`src/rtl/trap_request_arbiter_if.sv`:
```
// -----------------------------------------------------------------------------
// trap_request_arbiter_if
//   Bundles the request, handler-control and trap-context signals of
//   trap_request_arbiter. The slave modport is the arbiter side. The master
//   modport is the environment side: pipeline stages, interrupt controller,
//   CSR requester and handler FSM.
//
//   Handshake semantics:
//   A requester raises exc_valid_i[i] or csr_req_i and holds it, with its
//   payload stable, until the arbiter answers.
//   - For an exception, the answer is a one-cycle exc_consumed_o[i] pulse.
//   - For a CSR access, the answer is a one-cycle csr_grant_o pulse.
//   The pulse is the acceptance. The requester must drop or replace the request
//   in the cycle that follows the pulse. Interrupts (irq_i) are level signals
//   and have no acceptance pulse. mret_i is a one-cycle event.
//
// Signals
//   exc_valid_i / exc_cause_i / exc_pc_i / exc_tval_i : per-stage exceptions
//   irq_i {MEI,MSI,MTI}, mstatus_mie_i, irq_pc_i       : interrupt inputs
//   csr_req_i, mret_i                                  : CSR request, trap return
//   csr_grant_o, csr_busy_o, csr_access_req_o          : CSR sequencing
//   trap_taken_o, exc_consumed_o, trap_active_o        : trap control
//   mcause_o, mepc_o, mtval_o                          : latched trap context
// -----------------------------------------------------------------------------
interface trap_request_arbiter_if #(
  parameter int NUM_SRC = 4,
  parameter int XLEN    = 64,
  parameter int CAUSE_W = 5
);
  logic [NUM_SRC-1:0]         exc_valid_i;
  logic [NUM_SRC*CAUSE_W-1:0] exc_cause_i;
  logic [NUM_SRC*XLEN-1:0]    exc_pc_i;
  logic [NUM_SRC*XLEN-1:0]    exc_tval_i;
  logic [2:0]                 irq_i;
  logic                       mstatus_mie_i;
  logic [XLEN-1:0]            irq_pc_i;
  logic                       csr_req_i;
  logic                       mret_i;
  logic                       csr_grant_o;
  logic                       csr_busy_o;
  logic                       csr_access_req_o;
  logic                       trap_taken_o;
  logic [NUM_SRC-1:0]         exc_consumed_o;
  logic                       trap_active_o;
  logic [CAUSE_W:0]           mcause_o;
  logic [XLEN-1:0]            mepc_o;
  logic [XLEN-1:0]            mtval_o;

  modport slave (
    input  exc_valid_i, exc_cause_i, exc_pc_i, exc_tval_i,
    input  irq_i, mstatus_mie_i, irq_pc_i, csr_req_i, mret_i,
    output csr_grant_o, csr_busy_o, csr_access_req_o, trap_taken_o,
    output exc_consumed_o, trap_active_o, mcause_o, mepc_o, mtval_o
  );

  modport master (
    output exc_valid_i, exc_cause_i, exc_pc_i, exc_tval_i,
    output irq_i, mstatus_mie_i, irq_pc_i, csr_req_i, mret_i,
    input  csr_grant_o, csr_busy_o, csr_access_req_o, trap_taken_o,
    input  exc_consumed_o, trap_active_o, mcause_o, mepc_o, mtval_o
  );
endinterface

```
`src/rtl/trap_request_arbiter.sv`:
```
// -----------------------------------------------------------------------------
// trap_request_arbiter
//   Chooses one request per cycle in front of the exception-handler FSM. The
//   candidates are per-stage synchronous exceptions, masked machine interrupts
//   and CSR accesses. Priority runs from exceptions (lowest index first), to
//   MEI, MSI and MTI, to CSR access. The module latches the winning trap
//   context and holds it until mret. A granted CSR access occupies a
//   fixed-length busy window.
//
// Ports
//   clock_i, reset_ni : clock, asynchronous active-low reset
//   bus (slave)       : all request and response signals, described in
//                       trap_request_arbiter_if
//   state_o           : current FSM state (0 IDLE, 1 TRAP_ACTIVE, 2 CSR_BUSY)
// -----------------------------------------------------------------------------
module trap_request_arbiter #(
  parameter int NUM_SRC    = 4,
  parameter int XLEN       = 64,
  parameter int CAUSE_W    = 5,
  parameter int CSR_CYCLES = 2
) (
  input  logic                   clock_i,
  input  logic                   reset_ni,
  trap_request_arbiter_if.slave  bus,
  output logic [1:0]             state_o
);

  localparam int CNT_W = (CSR_CYCLES > 1) ? $clog2(CSR_CYCLES) : 1;
  localparam logic [CNT_W-1:0] CNT_LOAD = CNT_W'(CSR_CYCLES - 1);

  typedef enum logic [1:0] {
    ST_IDLE        = 2'd0,
    ST_TRAP_ACTIVE = 2'd1,
    ST_CSR_BUSY    = 2'd2
  } state_e;

  state_e               state_q, state_d;
  logic [CNT_W-1:0]     cnt_q, cnt_d;
  logic                 ret_q, ret_d;       // CSR access began inside a trap
  logic                 taken_q, taken_d;
  logic                 grant_q, grant_d;
  logic [NUM_SRC-1:0]   consumed_q, consumed_d;
  logic [CAUSE_W:0]     mcause_q, mcause_d;
  logic [XLEN-1:0]      mepc_q, mepc_d;
  logic [XLEN-1:0]      mtval_q, mtval_d;

  // Winning trap candidate. It is used only while IDLE.
  logic                 win_valid;
  logic [NUM_SRC-1:0]   win_onehot;
  logic [CAUSE_W:0]     win_cause;
  logic [XLEN-1:0]      win_epc;
  logic [XLEN-1:0]      win_tval;

  always_comb begin
    win_valid  = 1'b0;
    win_onehot = '0;
    win_cause  = '0;
    win_epc    = '0;
    win_tval   = '0;
    // The scan runs from high to low index so the lowest valid source is
    // written last and therefore wins.
    for (int i = NUM_SRC - 1; i >= 0; i--) begin
      if (bus.exc_valid_i[i]) begin
        win_valid  = 1'b1;
        win_onehot = NUM_SRC'(1) << i;
        win_cause  = {1'b0, bus.exc_cause_i[i*CAUSE_W +: CAUSE_W]};
        win_epc    = bus.exc_pc_i[i*XLEN +: XLEN];
        win_tval   = bus.exc_tval_i[i*XLEN +: XLEN];
      end
    end
    if (!win_valid && bus.mstatus_mie_i && (bus.irq_i != 3'b000)) begin
      win_valid = 1'b1;
      win_epc   = bus.irq_pc_i;
      if (bus.irq_i[2])      win_cause = {1'b1, CAUSE_W'(11)};  // MEI
      else if (bus.irq_i[1]) win_cause = {1'b1, CAUSE_W'(3)};   // MSI
      else                   win_cause = {1'b1, CAUSE_W'(7)};   // MTI
    end
  end

  always_comb begin
    state_d    = state_q;
    cnt_d      = cnt_q;
    ret_d      = ret_q;
    taken_d    = 1'b0;
    grant_d    = 1'b0;
    consumed_d = '0;
    mcause_d   = mcause_q;
    mepc_d     = mepc_q;
    mtval_d    = mtval_q;
    unique case (state_q)
      ST_IDLE: begin
        if (win_valid) begin
          taken_d    = 1'b1;
          consumed_d = win_onehot;
          mcause_d   = win_cause;
          mepc_d     = win_epc;
          mtval_d    = win_tval;
          state_d    = ST_TRAP_ACTIVE;
        end else if (bus.csr_req_i) begin
          grant_d = 1'b1;
          cnt_d   = CNT_LOAD;
          ret_d   = 1'b0;
          state_d = ST_CSR_BUSY;
        end
      end
      ST_TRAP_ACTIVE: begin
        // mret takes precedence. A CSR request that is still pending is
        // granted from IDLE in a later cycle.
        if (bus.mret_i) begin
          state_d = ST_IDLE;
        end else if (bus.csr_req_i) begin
          grant_d = 1'b1;
          cnt_d   = CNT_LOAD;
          ret_d   = 1'b1;
          state_d = ST_CSR_BUSY;
        end
      end
      ST_CSR_BUSY: begin
        // An mret during the window cancels the return to TRAP_ACTIVE. The
        // exit decision uses the updated flag.
        ret_d = ret_q & ~bus.mret_i;
        if (cnt_q == '0) begin
          state_d = ret_d ? ST_TRAP_ACTIVE : ST_IDLE;
        end else begin
          cnt_d = cnt_q - CNT_W'(1);
        end
      end
      default: state_d = ST_IDLE;
    endcase
  end

  always_ff @(posedge clock_i or negedge reset_ni) begin
    if (!reset_ni) begin
      state_q    <= ST_IDLE;
      cnt_q      <= '0;
      ret_q      <= 1'b0;
      taken_q    <= 1'b0;
      grant_q    <= 1'b0;
      consumed_q <= '0;
      mcause_q   <= '0;
      mepc_q     <= '0;
      mtval_q    <= '0;
    end else begin
      state_q    <= state_d;
      cnt_q      <= cnt_d;
      ret_q      <= ret_d;
      taken_q    <= taken_d;
      grant_q    <= grant_d;
      consumed_q <= consumed_d;
      mcause_q   <= mcause_d;
      mepc_q     <= mepc_d;
      mtval_q    <= mtval_d;
    end
  end

  assign bus.trap_taken_o     = taken_q;
  assign bus.exc_consumed_o   = consumed_q;
  assign bus.csr_grant_o      = grant_q;
  assign bus.csr_access_req_o = grant_q;
  assign bus.csr_busy_o       = (state_q == ST_CSR_BUSY);
  // Trap context remains active during a CSR access issued from inside the trap.
  assign bus.trap_active_o    = (state_q == ST_TRAP_ACTIVE) ||
                                ((state_q == ST_CSR_BUSY) && ret_q);
  assign bus.mcause_o         = mcause_q;
  assign bus.mepc_o           = mepc_q;
  assign bus.mtval_o          = mtval_q;
  assign state_o              = state_q;

endmodule

```
`src/flat_wrapper.sv`:
```
// flat-port wrapper written by rule: the top's interface ports become plain ports
module trap_request_arbiter_flat 
#(
  parameter int NUM_SRC    = 4,
  parameter int XLEN       = 64,
  parameter int CAUSE_W    = 5,
  parameter int CSR_CYCLES = 2
)
  (clock_i, reset_ni, state_o, bus_exc_valid_i, bus_exc_cause_i, bus_exc_pc_i, bus_exc_tval_i, bus_irq_i, bus_mstatus_mie_i, bus_irq_pc_i, bus_csr_req_i, bus_mret_i, bus_csr_grant_o, bus_csr_busy_o, bus_csr_access_req_o, bus_trap_taken_o, bus_exc_consumed_o, bus_trap_active_o, bus_mcause_o, bus_mepc_o, bus_mtval_o);
  trap_request_arbiter_if #(.NUM_SRC(NUM_SRC), .XLEN(XLEN), .CAUSE_W(CAUSE_W)) bus_i ();
  input  logic clock_i;
  input  logic reset_ni;
  output logic [1:0] state_o;
  input wire logic [$bits(bus_i.exc_valid_i)-1:0] bus_exc_valid_i;
  input wire logic [$bits(bus_i.exc_cause_i)-1:0] bus_exc_cause_i;
  input wire logic [$bits(bus_i.exc_pc_i)-1:0] bus_exc_pc_i;
  input wire logic [$bits(bus_i.exc_tval_i)-1:0] bus_exc_tval_i;
  input wire logic [$bits(bus_i.irq_i)-1:0] bus_irq_i;
  input wire logic [$bits(bus_i.mstatus_mie_i)-1:0] bus_mstatus_mie_i;
  input wire logic [$bits(bus_i.irq_pc_i)-1:0] bus_irq_pc_i;
  input wire logic [$bits(bus_i.csr_req_i)-1:0] bus_csr_req_i;
  input wire logic [$bits(bus_i.mret_i)-1:0] bus_mret_i;
  output wire logic [$bits(bus_i.csr_grant_o)-1:0] bus_csr_grant_o;
  output wire logic [$bits(bus_i.csr_busy_o)-1:0] bus_csr_busy_o;
  output wire logic [$bits(bus_i.csr_access_req_o)-1:0] bus_csr_access_req_o;
  output wire logic [$bits(bus_i.trap_taken_o)-1:0] bus_trap_taken_o;
  output wire logic [$bits(bus_i.exc_consumed_o)-1:0] bus_exc_consumed_o;
  output wire logic [$bits(bus_i.trap_active_o)-1:0] bus_trap_active_o;
  output wire logic [$bits(bus_i.mcause_o)-1:0] bus_mcause_o;
  output wire logic [$bits(bus_i.mepc_o)-1:0] bus_mepc_o;
  output wire logic [$bits(bus_i.mtval_o)-1:0] bus_mtval_o;
  assign bus_i.exc_valid_i = bus_exc_valid_i;
  assign bus_i.exc_cause_i = bus_exc_cause_i;
  assign bus_i.exc_pc_i = bus_exc_pc_i;
  assign bus_i.exc_tval_i = bus_exc_tval_i;
  assign bus_i.irq_i = bus_irq_i;
  assign bus_i.mstatus_mie_i = bus_mstatus_mie_i;
  assign bus_i.irq_pc_i = bus_irq_pc_i;
  assign bus_i.csr_req_i = bus_csr_req_i;
  assign bus_i.mret_i = bus_mret_i;
  assign bus_csr_grant_o = bus_i.csr_grant_o;
  assign bus_csr_busy_o = bus_i.csr_busy_o;
  assign bus_csr_access_req_o = bus_i.csr_access_req_o;
  assign bus_trap_taken_o = bus_i.trap_taken_o;
  assign bus_exc_consumed_o = bus_i.exc_consumed_o;
  assign bus_trap_active_o = bus_i.trap_active_o;
  assign bus_mcause_o = bus_i.mcause_o;
  assign bus_mepc_o = bus_i.mepc_o;
  assign bus_mtval_o = bus_i.mtval_o;
  trap_request_arbiter #(.NUM_SRC(NUM_SRC), .XLEN(XLEN), .CAUSE_W(CAUSE_W), .CSR_CYCLES(CSR_CYCLES)) u_core (.clock_i(clock_i), .reset_ni(reset_ni), .bus(bus_i), .state_o(state_o));
endmodule
```
`config.mk`:
```
export PLATFORM = sky130hd
export DESIGN_NAME = trap_request_arbiter_flat
export DESIGN_NICKNAME = d
export VERILOG_FILES = /design/src/rtl/trap_request_arbiter_if.sv /design/src/rtl/trap_request_arbiter.sv /design/src/flat_wrapper.sv
export SDC_FILE = /design/constraint.sdc
export NUM_CORES = 1
export LEC_CHECK = 0
export ABC_AREA = 1
export BUFFER_PORTS_ARGS = -buffer_cell sky130_fd_sc_hd__buf_2
export CORE_AREA = 2 2 291 293
export CTS_CLUSTER_SIZE = 20
export DETAILED_ROUTE_END_ITERATION = 10
export DIE_AREA = 0 0 293 295
export SYNTH_ARGS = -nofsm -noshare
export SYNTH_HDL_FRONTEND = slang
export SYNTH_SLANG_ARGS = --single-unit
```
`constraint.sdc`:
```
create_clock -name clock_i -period 1.6 [get_ports clock_i]
set_input_delay 0.32 -clock clock_i [delete_from_list [all_inputs] [get_ports clock_i]]
set_output_delay 0.32 -clock clock_i [all_outputs]
set_load 0.01 [all_outputs]
```
; ---- Word level (Yosys, flattened, before mapping)
; Cells that the tools add are included.
[totals]
output_inout_bits = 145
input_bits = 608
ff_bits = 144
[classes]
eq_ne = 7
bitwise_logic = 2
addsub = 1
reduce_logical = 11
mux = 49
[ops]
columns = op, n
row1 = $mux 64, 9
row2 = $mux 4, 6
row3 = $mux 5, 4
row4 = $mux 1, 19
row5 = $mux 6, 2
row6 = $ne 2x2->1 const B, 5
row7 = $mux 2, 4
row8 = $pmux 1 s3, 2
row9 = $pmux 2 s3, 1
row10 = $reduce_bool 3->1, 2
row11 = $reduce_and 5->1, 1
row12 = $logic_and 1x1->1, 3
row13 = $mux 3, 1
row14 = $reduce_and 3->1, 1
row15 = $eq 2x1->1 const B, 1
row16 = $eq 2x2->1 const B, 1
row17 = $logic_not 2->1, 1
row18 = $pmux 1 s2, 1
row19 = $reduce_and 2->1, 1
row20 = $and 1x1->1, 1
row21 = $logic_not 1->1, 1
row22 = $logic_or 1x1->1, 1
row23 = $not 1->1, 1
row24 = $sub 1x1->1 const B, 1

; ---- Depth between registers and ports, before layout
; Gate-level depths: netlist (run 1).
[depth]
ltp_word = 10
ltp_mapped = 11
depth_no_buf = 8

; ---- Least setup slack after synthesis (run 1)
; OpenSTA, ideal clock, no wires.
[synth_timing]
path_kind = reg2reg
start = register u_core.state_q[0], in the netlist u_core.state_o[0]
end = register u_core.mepc_q[53], in the netlist u_core.bus.mepc_o[53]
period_less_slack_ns = 1.671
path_stages_with_launch = 9
t_arrival_ns = 1.603
path_slack_ns = -0.071
cell_sequence = dfrtp_1 > inv_1 > ha_1 > inv_1 > nor3_2 > buf_4 > buf_4 > nand2_1 > nand3_1
[synth_via]
elab_chain_cells = 2
[synth_lines]
columns = element, line_no
row1 = start: declaration, trap_request_arbiter.sv:37  ; state_e state_q, state_d;
row2 = start signal: assignment, trap_request_arbiter.sv:144  ; state_q <= state_d;
row3 = $logic_not 2->1, trap_request_arbiter.sv:90  ; unique case (state_q)
row4 = $reduce_and 2->1 (no source line), n/a
row5 = end signal: assignment, trap_request_arbiter.sv:151  ; mepc_q <= mepc_d;
row6 = end: declaration, trap_request_arbiter.sv:44  ; logic [XLEN-1:0] mepc_q, mepc_d;
; Every way passes these cells.
; A chain may end at the register's enable or synchronous reset.

; ---- Worst setup path in the final report (run 1)
[layout_timing]
start = register u_core.state_q[0], in the netlist u_core.state_o[0]
end = register u_core.mepc_q[27], in the netlist u_core.bus.mepc_o[27]
; The elaborated chain is that of the path after synthesis.

==> key figures, run 1 <==
Outcome
  – Status: finished, violations left
  – Failing checks: negative setup slack

Route
  – DR vias: between 10,000 and 15,000
  – Met2 wire length: 30.5 mm
  – DR top layer: met5
  – Mean routed wirelength per cell: around 19 um
  – DRT met1 WL: 25.9 mm
  – Detailed Route WL: ~64 mm
  – Vias per cell: roughly 4
  – Pre-antenna DRT Iters: 5
  – WL met3: 3.69 mm
  – DRC viols: 0
  – Iter 0 DRT Violations: about 560
  – Antenna-violating nets left: 0

Place
  – PortBufs: roughly 750
  – Hpwl dp: between 50 and 60 mm
  – Placer congestion estimate: roughly 0.86
  – Pre-CTS worst setup slack: -0.285 ns

Timing
  – Worst slew margin relative to its limit: slightly below 70%
  – Min Tclk post-route: roughly 1.8 ns
  – Max-slew violations: 0
  – Finish-stage setup viols: roughly 120
  – Fin crit share: 110%
  – Final worst setup slack: -0.152 ns
  – RSZ-0062 raised after global routing: true
  – Final Hold Fails: 0
  – Fmax: 0.571 GHz
  – Least-Margin Pin Slew: 0.480 ns
  – Clk_skew: about 0.014 ns

Synthesis
  – Mux cell area share after synthesis: 0%
  – Largest family of logic cells by synthesized area: simple AND/OR/NAND/NOR gates
  – Post-synthesis cell count: between 1,000 and 1,500
  – Post-synthesis cell type count: 24
  – Simple-gate area share of the yosys netlist: around two fifths
  – Most used DFF post-synth: dfrtp_1
  – FFs w/ async S/R, synth: 100%
  – Xor/xnor share of the synthesized area: 0%
  – Seq/Total Area, Yosys: 39.4%
  – FF+latch count, synth: approximately 140
  – Post-Syn Area per Cell: about 6.6 um^2
  – Mapped Area: between 9000 and 10,000 um^2
  – Synth Area in Adders: 0.684%
  – Post-synth EDFFs: 0
  – Yosys warns: 0
  – Post-Syn Nets: between 2,000 and 2,500
  – Synth Area in Compound Gates: 14.5%

Hold path
  – Hold Crit Class: in2reg
  – Endpoint, Worst Hold: u_core.bus.mepc_o[39]$_DFFE_PN0P_
  – Cell count of the worst hold path: 3
  – Hold_sp: bus_irq_pc_i[39]

Global routing
  – GRT Residual Overflow: 0
  – Vias in the first global route: approximately 13,000
  – Largest net degree at the start of global routing: 69
  – Global-route wire length before repair: 87.1 mm
  – Initial antenna violation count: 22
  – GRT Util Overall: 14.1%

Cells and area
  – Final net count: approximately 2,800
  – Layout cells sized above 1: 41.4%
  – Area growth, synth to finish: 73.7%
  – Most common cell after layout, fill and taps aside: buf_2
  – Commonest cells after routing, fill and taps aside: buf_2 (749), nand2_1 (682), dfrtp_1 (144), nand3_1 (136), o22ai_1 (130)

Setup path
  – Critical path class: reg2reg
  – Worst Reg-to-Reg Cells: 8
  – Startpoint Class: register
  – Critical Path RT: slightly below 2 ns
  – Reg2reg start: u_core.state_o[0]$_DFFE_PN0P_
  – Worst EP arrival: around 2.1 ns
  – Reg2reg setup slack: -0.15 ns
  – Slowest stage delay, CP: 0.40 ns
  – Slowest CP cell: dfrtp_1
  – Crit-path max FO: 26
  – CP Capture Type: register
  – R2R Path End: u_core.bus.mepc_o[27]$_DFFE_PN0P_
  – Worst path cell trace: inv_2, ha_2, inv_1, nor3_4, buf_4, bufbuf_16, nand2_1, nand3_1

CTS
  – CTS buffer count: 17
  – H-tree depth: 4
  – Clock Tree Buf Depth: 2
  – Worst-Skew Late Latency: approximately 0.47 ns
  – CTS Sinks: ~140
  – CTS tree: yes
  – CTS root buf: clkbuf_16
  – Clock slew at reported path FFs: ~0.070 ns

Flow run
  – Max-cap violations: 0

Die
  – Die width: ~290 um
  – Std cell rows: between 100 and 150
  – Initial Util: 11.0%
  – Core Region: 83,200 um^2
  – I/O pin cnt: approximately 750
  – Die Y: slightly below 300 um
  – Full die area: between 80,000 and 90,000 um^2

Pwr
  – Cell Pwr Density: between 1000 and 1500 nW/um^2
  – Leakage: between 8 and 9 nW
  – Total power: 22.7 mW
  – Maximum vdd drop: 0.656 mV
## cells in the mapped netlist, types with 6 or more instances
master / count / area [um^2]
buf_2: 45 / 225
nand2_1: 685 / 2570
clkbuf_1: 43 / 161
dfrtp_1: 144 / 3600
nor2_1: 76 / 285
buf_4: 6 / 45.0
o22ai_1: 130 / 813
buf_1: 10 / 37.5
o21ai_0: 9 / 45.0
a21oi_1: 8 / 40.0
a31oi_1: 64 / 400
inv_1: 15 / 56.3
nand3_1: 136 / 681
## worst max-delay path, delay by kind of cell (launching register included)
kind	cells	cell delay, ns
buffers and inverters	4	0.69
flip-flops	1	0.40
adder cells (fa/ha/maj)	1	0.30
AND/OR/NAND/NOR	3	0.28
## routing by layer
metal / vias up / global-route usage (%)
li1: 6255 / -
met4: 4 / 7.79
met3: 131 / 2.27
met1: 5928 / 16.5
met2: 706 / 24.6
met5: - / 0
## cell type report
| cell class | instances | area [um^2] |
|---|---|---|
| clock buffer | 17 | 425 |
| fill | 9434 | 67300 |
| timing repair buffer | 883 | 5180 |
| tap | 1080 | 1350 |
| multi-input combinational | 1122 | 5030 |
| clock inverter | 15 | 191 |
| antenna | 12 | 30.0 |
| inverter | 17 | 68.8 |
| sequential | 144 | 3600 |
## per-stage QoR
| stage | utilization (%) | instance area, um^2 | TNS [ns] | instances | hold WS (ns) |
|---|---|---|---|---|---|
| floorplan | - | 9150 | -0.0252 | 1391 | 0.0244 |
| global placement | 17.9 | 14900 | -30.06 | 3221 | 0.329 |
| detailed placement | 17.9 | 14900 | -33.13 | 3221 | 0.330 |
| CTS | 19.1 | 15800 | -8.19 | 3278 | 0.00125 |
| global route | 19.1 | 15900 | -19.08 | 3289 | 0.0231 |
| finish | 19.1 | 15900 | -10.27 | 3290 | 0.0634 |
## sequential cells by signal, indices dropped and copies added (netlist names)
| register | count |
|---|---|
| u_core.bus.csr_access_req_o | 1 |
| u_core.bus.mepc_o | 64 |
| u_core.bus.trap_taken_o | 1 |
| u_core.cnt_q | 1 |
| u_core.bus.mtval_o | 64 |
| u_core.bus.exc_consumed_o | 4 |
| u_core.state_o | 2 |
| u_core.ret_q | 1 |
| u_core.bus.mcause_o | 6 |
## power by group
group          switching (mW)  internal [mW]
combinational            7.39           4.44
clock                    2.03           2.38
sequential              0.962           5.46
total                    10.4           12.3
## cell families (layout without fill, tap and decap cells)
kind of cell | count (synthesis) | in the layout
adder cells (fa/ha/maj) | 5 | 5
other | 0 | 12
AO/OA/AOI/OAI | 215 | 215
AND/OR/NAND/NOR | 902 | 902
buffers and inverters | 125 | 932
flip-flops | 144 | 144
## worst max-delay path by stage
stage / cells past startpoint / from / endpoint
4_1_cts: 6 / u_core.state_o[0]$_DFFE_PN0P_ / bus_trap_active_o
3_5_place_dp: 9 / bus_irq_i[2] / u_core.bus.mtval_o[13]$_DFFE_PN0P_
3_3_place_gp: 9 / bus_irq_i[2] / u_core.bus.mtval_o[9]$_DFFE_PN0P_
2_1_floorplan: 8 / u_core.state_o[0]$_DFFE_PN0P_ / u_core.bus.mepc_o[53]$_DFFE_PN0P_
5_1_grt: 8 / u_core.state_o[0]$_DFFE_PN0P_ / u_core.bus.mepc_o[19]$_DFFE_PN0P_
6_report: 8 / u_core.state_o[0]$_DFFE_PN0P_ / u_core.bus.mepc_o[27]$_DFFE_PN0P_
## repair_timing
| action | in CTS | in global routing |
|---|---|---|
| pin swaps | 2 | 0 |
| hold endpoints to repair | 49 | 0 |
| resized for setup | 12 | 1 |
| hold buffers | 19 | 0 |
| gates cloned | 2 | 0 |
| setup endpoints to repair | 107 | 139 |
| setup buffers | 4 | 0 |
Power figures use the tool's default switching activity.
==> run 2, diff against run 1 <==
==> constraint.sdc (replaced) <==
create_clock -name clock_i -period 2.2 [get_ports clock_i]
set_input_delay 0.44 -clock clock_i [delete_from_list [all_inputs] [get_ports clock_i]]
set_output_delay 0.44 -clock clock_i [all_outputs]
set_load 0.01 [all_outputs]
==> key figures, run 2 (same netlist as run 1, synthesis figures left out) <==
Outcome
  – Status: finished clean (was finished, violations left)

Die
  – Die width: 293 um (unchanged)
  – Std cell rows: 106 (unchanged)
  – Full die area: 86,400 um^2 (unchanged)
  – Die Y: 295 um (unchanged)
  – I/O pin cnt: 753 (unchanged)
  – Initial Util: 11.0% (unchanged)
  – Core Region: 83,200 um^2 (unchanged)

Route
  – Antenna-violating nets left: 0 (unchanged)
  – Mean routed wirelength per cell: 19.4 um (was 19.3 um)
  – DR vias: 12,500 (was 13,000)
  – Detailed Route WL: 62.6 mm (was 63.5 mm)
  – Pre-antenna DRT Iters: 5 (unchanged)
  – Met2 wire length: 30.0 mm (was 30.5 mm)
  – Iter 0 DRT Violations: 644 (was 564)
  – Vias per cell: 3.89 (was 3.96)
  – DRC viols: 0 (unchanged)
  – DRT met1 WL: 26.5 mm (was 25.9 mm)
  – WL met3: 3.87 mm (was 3.69 mm)
  – DR top layer: met5 (unchanged)

Timing
  – Setup_tns: 0 ns (was -10.27 ns)
  – Hold_ws: 0.164 ns (was 0.0634 ns)
  – Fmax: around 0.50 GHz
  – Min Tclk post-route: ~2 ns
  – Final Hold Fails: 0 (unchanged)
  – Max-slew violations: 0 (unchanged)
  – Worst slew margin relative to its limit: 52.9% (was 68.0%)
  – Clk_skew: 0.0184 ns (was 0.0145 ns)
  – Least-Margin Pin Slew: 0.706 ns (was 0.480 ns)
  – Fin crit share: a little over 90%
  – Finish-stage setup viols: 0 (was 124)
  – RSZ-0062 raised after global routing: false (was true)

CTS
  – Post-CTS Resized: 0 (was 12)
  – Hold buffers post-CTS: 1 (was 19)
  – H-tree depth: 4 (unchanged)
  – CTS root buf: clkbuf_16 (unchanged)
  – Setup repair bufs after CTS: 0 (was 4)
  – CTS Sinks: 144 (unchanged)
  – CTS tree: yes (unchanged)
  – Clock slew at reported path FFs: 0.08 ns (was 0.07 ns)
  – CTS buffer count: 17 (unchanged)
  – Worst-Skew Late Latency: 0.48 ns (was 0.47 ns)
  – Clock Tree Buf Depth: 2 (unchanged)

Pwr
  – Sequential share of power: 28.7% (was 28.3%)
  – Leakage: 7.76 nW (was 8.13 nW)
  – Switching share of power: 44.9% (was 45.8%)
  – Maximum vdd drop: 0.474 mV (was 0.656 mV)
  – Combinational Power Share: 50.8% (was 52.2%)
  – Internal: 8.95 mW (was 12.3 mW)
  – Switching power total: 7.30 mW (was 10.4 mW)
  – Total power: 16.3 mW (was 22.7 mW)
  – Cell Pwr Density: 1070 nW/um^2 (was 1430 nW/um^2)
  – Clk pwr share: 20.5% (was 19.5%)

Cells and area
  – Layout Utilization: 18.3% (was 19.1%)
  – Layout cells sized above 1: 40.0% (was 41.4%)
  – Final net count: 2,728 (was 2,798)
  – Final instance area: 15,200 um^2 (was 15,900 um^2)
  – Commonest cells after routing, fill and taps aside: buf_2 (750), nand2_1 (682), dfrtp_1 (144), nand3_1 (136), o22ai_1 (130) (was buf_2 (749), nand2_1 (682), dfrtp_1 (144), nand3_1 (136), o22ai_1 (130))
  – Most common cell after layout, fill and taps aside: buf_2 (unchanged)
  – Area growth, synth to finish: 66.1% (was 73.7%)

Place
  – PortBufs: 752 (unchanged)
  – Post-placement cell area: 14,500 um^2 (was 14,900 um^2)
  – Hpwl dp: 51.9 mm (was 53.2 mm)
  – Placer congestion estimate: 0.849 (was 0.860)

Hold path
  – Hold Crit Class: in2reg (unchanged)
  – Hold_sp: bus_irq_pc_i[20] (was bus_irq_pc_i[39])

Setup path
  – Reg2reg start: u_core.state_o[0]$_DFFE_PN0P_ (unchanged)
  – Worst EP arrival: 1.57 ns (was 2.14 ns)
  – Crit path buffers/inverters: 2 (was 4)
  – CP Capture Type: output port (was register)
  – Most Frequent Cell on Critical Path: nand2_1
  – Critical Path RT: 1.76 ns (was 1.99 ns)
  – Startpoint Class: register (unchanged)
  – Worst path cell trace: buf_4, ha_1, nand2_1, nand2_1, buf_2 (was inv_2, ha_2, inv_1, nor3_4, buf_4, bufbuf_16, nand2_1, nand3_1)
  – Slowest stage delay, CP: 0.40 ns (about the same)
  – Top Family by Delay on Critical Path: flip-flops (was buffers and inverters)
  – Critical path class: reg2out (was reg2reg)
  – Crit path from: u_core.state_o[1]$_DFFE_PN0P_ (was u_core.state_o[0]$_DFFE_PN0P_)
  – Slowest CP cell: dfrtp_1 (unchanged)
  – Crit-path max FO: 6 (was 26)

Global routing
  – GRT Residual Overflow: 0 (unchanged)
  – Initial antenna violation count: 28 (was 22)
  – Global-route wire length before repair: 85.0 mm (was 87.1 mm)
  – Vias in the first global route: 12,200 (was 12,900)
  – GRT Util Overall: 13.9% (was 14.1%)
  – Largest net degree at the start of global routing: 87 (was 69)

Flow run
  – Max-cap violations: 0 (unchanged)
## run 2: cell count changes in the layout (fill, tap and decap cells not counted), sizes merged
cell         before  now
buf             861  811
bufbuf            2    0
bufinv            2    4
clkbuf           18   21
dlygate4sd3      19    1
diode            12   13
clkinvlp          2    4
inv              26   19
## run 2: power groups by stage
stage | clock [mW] | sequential, mW | combinational (mW)
finish | 3.34 | 4.66 | 8.25
detailed placement | 0 | 4.68 | 8.55
CTS | 3.51 | 4.67 | 8.57
global placement | 0 | 4.70 | 8.48
global route | 3.58 | 4.84 | 9.12
floorplan | 0 | 5.28 | 3.27
## run 2: cell type report
class | instances | area [um^2]
fill | 9514 | 68000
multi-input combinational | 1122 | 5000
timing repair buffer | 813 | 4490
sequential | 144 | 3600
tap | 1080 | 1350
clock buffer | 20 | 457
clock inverter | 12 | 181
inverter | 17 | 68.8
antenna | 13 | 32.5
## run 2: per-stage QoR
stage	cells	setup WS (ns)
finish	3221	0.192
global route	3220	0.110
CTS	3208	0.137
detailed placement	3175	-0.0483
global placement	3175	-0.0468
floorplan	1391	0.529
## run 2: worst min-delay path, delay by kind of cell
family / cells / cell delay (ns)
buf+inv: 1 / 0.08
simple gates: 2 / 0.10
## run 2: final timing paths
path / endpoint / slack [ns] / cells after the start
max in group asynchronous: u_core.state_o[0]$_DFFE_PN0P_ / 1.11 / 3
hold reg to reg: u_core.bus.mtval_o[24]$_DFFE_PN0P_ / 0.47 / 2
setup / recovery: bus_trap_active_o / 0.19 / 5
hold / removal: u_core.bus.mepc_o[20]$_DFFE_PN0P_ / 0.16 / 3
min in group asynchronous: u_core.bus.mcause_o[0]$_DFFE_PN0P_ / 0.47 / 2
setup reg to reg: u_core.bus.mtval_o[9]$_DFFE_PN0P_ / 0.36 / 7
## run 2: metal layers
layer | global-route usage, % | up-vias
li1 | - | 6103
met1 | 17.1 | 5681
met2 | 23.9 | 657
met3 | 2.29 | 88
met4 | 5.90 | 8
met5 | 0 | -
